[config.mk]
export PLATFORM = sky130hd
export DESIGN_NAME = pipeline_hazard_controller
export DESIGN_NICKNAME = d
export VERILOG_FILES = /design/src/rtl/pipeline_hazard_controller.sv
export SDC_FILE = /design/constraint.sdc
export NUM_CORES = 1
export LEC_CHECK = 0
export CAP_MARGIN = 5
export CORE_MARGIN = 2
export CORE_UTILIZATION = 44
export DETAILED_ROUTE_END_ITERATION = 8
export HOLD_SLACK_MARGIN = 0.02
export PLACE_DENSITY = 0.86
export SYNTH_ARGS = -nofsm -noshare
export SYNTH_HDL_FRONTEND = slang
export SYNTH_SLANG_ARGS = --single-unit
[constraint.sdc]
create_clock -name clk -period 2.6 [get_ports clk]
set_clock_uncertainty 0.1 [all_clocks]
set_input_delay 0.52 -clock clk [delete_from_list [all_inputs] [get_ports clk]]
set_output_delay 0.52 -clock clk [all_outputs]
set_load 0.01 [all_outputs]
[src/rtl/pipeline_hazard_controller.sv]
`default_nettype none
// ============================================================================
// Module   : pipeline_hazard_controller
// Purpose  : Hazard control for a simple in-order pipeline. Handles taken-
//            branch flushes (two EX bubbles), multi-cycle ALU operations
//            (front-end stall while the op occupies EX) and load-use stalls
//            (one-cycle stall with an EX bubble). Also counts PC stall cycles.
// Ports    : clk, rst_n               clock / async active-low reset
//            id_valid, id_rs1/2,      ID-stage instruction and source usage
//            id_use_rs1/2
//            ex_valid, ex_is_load,    EX-stage instruction description
//            ex_rd, ex_aluOp
//            branch_taken             EX resolves a taken branch
//            pc_stall, fd_stall       hold PC / Fetch-Decode register
//            fd_flush                 bubble into Fetch-Decode
//            de_enable, de_flush      Decode-Execute load enable / bubble
//            busy                     multi-cycle op in progress
//            state                    FSM state (RUN=0, MULTI=1, FLUSH=2)
//            stall_count              saturating count of pc_stall cycles
// Revision : 1.0 - initial release
// ============================================================================
module pipeline_hazard_controller #(
  parameter logic [3:0] MULTI_OP  = 4'b1100,
  parameter int         MULTI_LAT = 4
) (
  input  logic        clk,
  input  logic        rst_n,
  input  logic        id_valid,
  input  logic [3:0]  id_rs1,
  input  logic [3:0]  id_rs2,
  input  logic        id_use_rs1,
  input  logic        id_use_rs2,
  input  logic        ex_valid,
  input  logic        ex_is_load,
  input  logic [3:0]  ex_rd,
  input  logic [3:0]  ex_aluOp,
  input  logic        branch_taken,
  output logic        pc_stall,
  output logic        fd_stall,
  output logic        fd_flush,
  output logic        de_enable,
  output logic        de_flush,
  output logic        busy,
  output logic [1:0]  state,
  output logic [15:0] stall_count
);

  typedef enum logic [1:0] {
    RUN   = 2'd0,
    MULTI = 2'd1,
    FLUSH = 2'd2
  } state_t;

  // The cycle that launches the op already stalls, and the counter==0 cycle
  // releases the stall, so the counter starts two below the latency.
  localparam logic [3:0] COUNT_LOAD = 4'(MULTI_LAT - 2);

  state_t     cur_state;
  state_t     next_state;
  logic [3:0] count;
  logic [3:0] count_next;

  logic load_use;
  logic multi_start;

  // Register 0 is hardwired zero, so it never creates a dependency.
  assign load_use = ex_valid && ex_is_load && (ex_rd != 4'd0) && id_valid &&
                    ((id_use_rs1 && (id_rs1 == ex_rd)) ||
                     (id_use_rs2 && (id_rs2 == ex_rd)));

  assign multi_start = ex_valid && (ex_aluOp == MULTI_OP);

  always_comb begin
    pc_stall   = 1'b0;
    fd_stall   = 1'b0;
    fd_flush   = 1'b0;
    de_enable  = 1'b1;
    de_flush   = 1'b0;
    busy       = 1'b0;
    next_state = cur_state;
    count_next = count;

    case (cur_state)
      RUN: begin
        if (branch_taken) begin
          fd_flush   = 1'b1;
          de_flush   = 1'b1;
          next_state = FLUSH;
        end else if (multi_start) begin
          pc_stall   = 1'b1;
          fd_stall   = 1'b1;
          de_enable  = 1'b0;
          busy       = 1'b1;
          count_next = COUNT_LOAD;
          next_state = MULTI;
        end else if (load_use) begin
          // Hold the front end and squash the dependent op for one cycle.
          pc_stall = 1'b1;
          fd_stall = 1'b1;
          de_flush = 1'b1;
        end
      end

      MULTI: begin
        busy = 1'b1;
        if (count != 4'd0) begin
          pc_stall   = 1'b1;
          fd_stall   = 1'b1;
          de_enable  = 1'b0;
          count_next = count - 4'd1;
        end else begin
          next_state = RUN;
        end
      end

      FLUSH: begin
        // Second bubble of a taken branch; everything else is ignored.
        de_flush   = 1'b1;
        next_state = RUN;
      end

      default: begin
        next_state = RUN;
      end
    endcase

    // Outputs are forced idle for the whole time reset is asserted, even if
    // the inputs would otherwise request a flush or stall in RUN.
    if (!rst_n) begin
      pc_stall  = 1'b0;
      fd_stall  = 1'b0;
      fd_flush  = 1'b0;
      de_enable = 1'b1;
      de_flush  = 1'b0;
      busy      = 1'b0;
    end
  end

  always_ff @(posedge clk or negedge rst_n) begin
    if (!rst_n) begin
      cur_state <= RUN;
      count     <= 4'd0;
    end else begin
      cur_state <= next_state;
      count     <= count_next;
    end
  end

  always_ff @(posedge clk or negedge rst_n) begin
    if (!rst_n) begin
      stall_count <= 16'd0;
    end else if (pc_stall && (stall_count != 16'hFFFF)) begin
      stall_count <= stall_count + 16'd1;
    end
  end

  assign state = cur_state;

endmodule
`default_nettype wire

### Word level (Yosys, flattened, before mapping)

Cells that the tools add are included.

* add/subtract/negate cells: 2
* $mul: 0
* div/mod/pow operators: 0
* magnitude comparators: 0
* eq/ne operators: 11
* shift operators: 0
* multiplexer cells: 30
* bitwise logic cells: 0
* reductions and logical operators: 15

Operators with widths (number)
* 2-to-1 mux 1 bit: 18
* adder 16 x 1 -> 16 bit (second input constant): 1
* inequality test 16 bit (second input constant): 1
* 2-to-1 mux 4 bit: 3
* equality test 4 bit: 2
* logical AND 1 bit: 8
* inequality test 2 bit (second input constant): 4
* case mux 1 bit (2 select lines): 4
* case mux 4 bit (2 select lines): 1
* nonzero test 4 bit: 2
* 2-to-1 mux 2 bit: 3
* equality test 4 bit (second input constant): 1
* case mux 2 bit (2 select lines): 1
* AND reduction 4 bit: 1
* subtractor 4 x 1 -> 4 bit (second input constant): 1
* inequality test 3 bit (second input constant): 1
* equality test 2 x 1 -> 1 bit (second input constant): 1
* equality test 2 bit (second input constant): 1
* zero test 2 bit: 1
* AND reduction 2 bit: 1
* nonzero test 2 bit: 1
* logical OR 1 bit: 1

* register bits: 22
* latch bits: 0
* bits in writable memories: 0
* bits in read-only memories: 0
* bits of input ports: 24
* output and inout port bits: 24
* memories: 0

### Longest topological paths before layout

* word-level depth: 10
* depth in mapped cells: 9

### Worst setup path before layout

No wires, ideal clock.

* path kind: reg-to-output
* from: register cur_state[0] (netlist: state[0])
* to: output pc_stall
* data arrival time: 1.714 ns
* required time: 1.980 ns
* path slack: 0.266 ns
* cell stages (with the launch flop): 6
* path buffers: 1
* path through: dfrtp_1 or3_4 o21ai_2 inv_1 a21oi_1 buf_4

* cells in the longest elaborated chain, start to end: 3

RTL lines
* from (decl): line 58 `state_t cur_state;`
* from (signal assigned): line 144 `cur_state <= next_state;`
* equality test 2 x 1 -> 1 bit or zero test 2 bit (tied branches)
* case mux 1 bit (2 select lines) (*)
* 2-to-1 mux 1 bit (*)
* to (decl): line 38 `output logic pc_stall,`

Every way passes the cells marked *; elsewhere a longest branch is shown, timed or not.

### Worst setup path in the final report

* from: input branch_taken
* to: output de_enable

* cells in the longest elaborated chain, start to end: 3

RTL lines
* from (decl): line 37 `input logic branch_taken,`
* 2-to-1 mux 1 bit: line 85 `if (branch_taken) begin`
* case mux 1 bit (2 select lines): line 83 `case (cur_state)`
* 2-to-1 mux 1 bit: line 129 `if (!rst_n) begin`
* to (decl): line 41 `output logic de_enable,`

No other way between the ends.

==> flow_summary.ini <==
[outcome]
status = finished clean

[logic_synthesis]
synth_edf_count = 0
async_flop_share_pct = 100
avgSynthCellArea_um2 = 10.2
ys_types = 38
netlist_area_um2 = 1350
ys_seq_area_share_pct = 40.7
synthesis.nets = 160
yosys_register_bits = 22
synth_flop_cell = dfrtp_1
synth_warnings = 0
synth.largest_area_cell = dfrtp_1
syn-instance-count = 133
synth.top_cell.area_share_pct = 40.7
ys_top_cells_by_area = dfrtp_1, xor2_1, xnor2_1

[setup_path]
worst_ep_arrival_time_ns = 1.93
worstSetupStartpointType = input pin
cp-end-kind = output port
worstSetupPathType = in2out
r2r_cells = 10
required_ns = 1.98
path_max_fanout = 4

[timing]
drv_slew = 0
max_freq_mhz = 391
tightest_slew_ns = 0.303
fin_setup_tns_ns = 0
min_period_ns = 2.55
min_period_over_period_pct = 98.2
slew_headroom_pct = 79.8
report.final.hold_viol_count = 0
finalSetupViolCount = 0

[pwr]
power.density_nw_per_um2 = 479
power_leakage_nw = 0.961
ir_drop_uv = 182

[final_layout]
drive_gt1_share_pct = 29.1
final_common_cell = clkdlybuf4s50_1
most-common-layout-cells = clkdlybuf4s50_1, dfrtp_1, xor2_1
fin_cells = 236
nets = 231
synthToLayoutAreaGrowth_pct = 56.0
fillers = 199
num_antenna_cells = 0

[clocking]
cts_max_level = 1
cts.sinks = 22
clk_pin_slew_ns = 0.13
clock_latency_ns = 0.32
cts_root_buf = clkbuf_4
cts_made_buffers = 3
cts_buffer_depth = 2
cts_tree = done

[detailed_routing]
wire_per_inst_um = 16.2
viasPerCell = 5.38
vias = 1270
dr.pass1.iters = 4
drtIter0Drc = 29
wl_um = 3820
ant_nets = 0
drc_errors = 0

[grt]
antenna_found_initial = 0
grt_pass1_wl_um = 5840
grt_max_degree = 23
grt_pass1_vias = 1284
grtUsageTotal_pct = 21.8
overflow = 0

[flow_run]
maxCapViolCount = 0

[floorplan]
core_area_um2 = 2980
start_util_pct = 45.4
die_h_um = 59.4
fp.dieW_um = 59.4
ioPinCount = 48
placementRows = 20
die_area_um2 = 3530

[placed_design]
dp_hpwl_um = 2590
place_congestion = 0.744
portBuffers = 47
dp.cells = 231

[min_path]
holdPathStages = 1
holdCritPathClass = reg2reg
## cell usage after synthesis (2+ instances only)
cell and n:
dfrtp_1 22, xor2_1 18, inv_1 11, nor2_1 10, nand3_1 9, nand2_1 6
xnor2_1 6, nand4_1 5, nor3_1 4, ha_1 3, nor2_2 3, a211oi_1 2
a21oi_1 2, and3_1 2, and4_1 2, mux2_2 2, nor3_2 2, nor3b_1 2
nor4_1 2, or2_2 2
## repair_timing
| action | CTS | global route |
|---|---|---|
| buffers inserted | 1 | 0 |
| pin swaps | 6 | 10 |
| gates resized for setup | 29 | 25 |
| hold buffers | 0 | 0 |
| setup endpoints to repair | 6 | 4 |
## worst max-delay path: stages
cell             delay (ns)
clkdlybuf4s50_1        0.43
or3_4                  0.36
o21ai_2                0.15
buf_6                  0.14
nand2_1                0.05
dlygate4sd2_1          0.28
## cell type report
cell class | instances | area [um2] | area share, %
Clock buffer | 4 | 36.3 | 1.72
Inverter | 11 | 41.3 | 1.96
Multi-Input combinational cell | 98 | 803 | 38.1
Sequential cell | 22 | 551 | 26.1
Tap cell | 33 | 41.3 | 1.96
Timing Repair Buffer | 68 | 636 | 30.1
## final timing paths
check / start / endpoint / slack [ns]
min in group asynchronous: rst_n / state[1]$_DFFE_PN0P_ / 0.67
worst min-delay path: count[0]$_DFFE_PN0P_ / count[0]$_DFFE_PN0P_ / 0.42
worst max register to register: count[0]$_DFFE_PN0P_ / stall_count[13]$_DFFE_PN0P_ / 0.34
worst min register to register: count[0]$_DFFE_PN0P_ / count[0]$_DFFE_PN0P_ / 0.42
worst max-delay path: branch_taken / de_enable / 0.05
max in group asynchronous: rst_n / stall_count[12]$_DFFE_PN0P_ / 1.50
## report_power, final
part | leakage (nW) | switching, mW | internal (mW)
Clock | 0.0210 | 0.113 | 0.0857
Sequential | 0.262 | 0.0810 | 0.403
Combinational | 0.679 | 0.155 | 0.172
## per-layer routing
| layer | global-route usage (%) | vias up | part of all wire [%] |
|---|---|---|---|
| met3 | 2.62 | 10 | 3.3 |
| met2 | 38.8 | 36 | 53 |
| met5 | 0 | - | 0 |
| met4 | 8.44 | 0 | 3.0 |
| met1 | 26.7 | 625 | 41 |
| li1 | - | 599 | - |
## metrics by stage
step | cell area, um2 | util (%) | setup WS [ns] | hold slack, ns | power (mW)
floorplan | 1350 | - | 0.266 | 0.124 | 0.626
finish | 2110 | 70.8 | 0.0456 | 0.420 | 1.01
CTS | 2070 | 69.4 | -0.0932 | 0.420 | 1.00
global placement | 2020 | 67.8 | -0.648 | 0.376 | 0.776
detailed placement | 2020 | 67.8 | -0.726 | 0.396 | 0.801
global route | 2110 | 70.8 | -0.0277 | 0.432 | 1.07
## flip-flops by register name (all words and copies together), names as in the netlist
name,count
stall_count,16
count,4
state,2
## logic make-up after synthesis
| group | Yosys count | synth area share, % |
|---|---|---|
| and+or+nand+nor | 56 | 24.5 |
| xor gates and xnor gates | 24 | 15.6 |
| AOI/OAI and AO/OA | 12 | 9.54 |
| muxes | 3 | 2.41 |
| buffers and inverters | 13 | 4.44 |
| DFF | 22 | 40.7 |
| adders and majority gates | 3 | 2.78 |
Power figures use the tool's default switching activity.
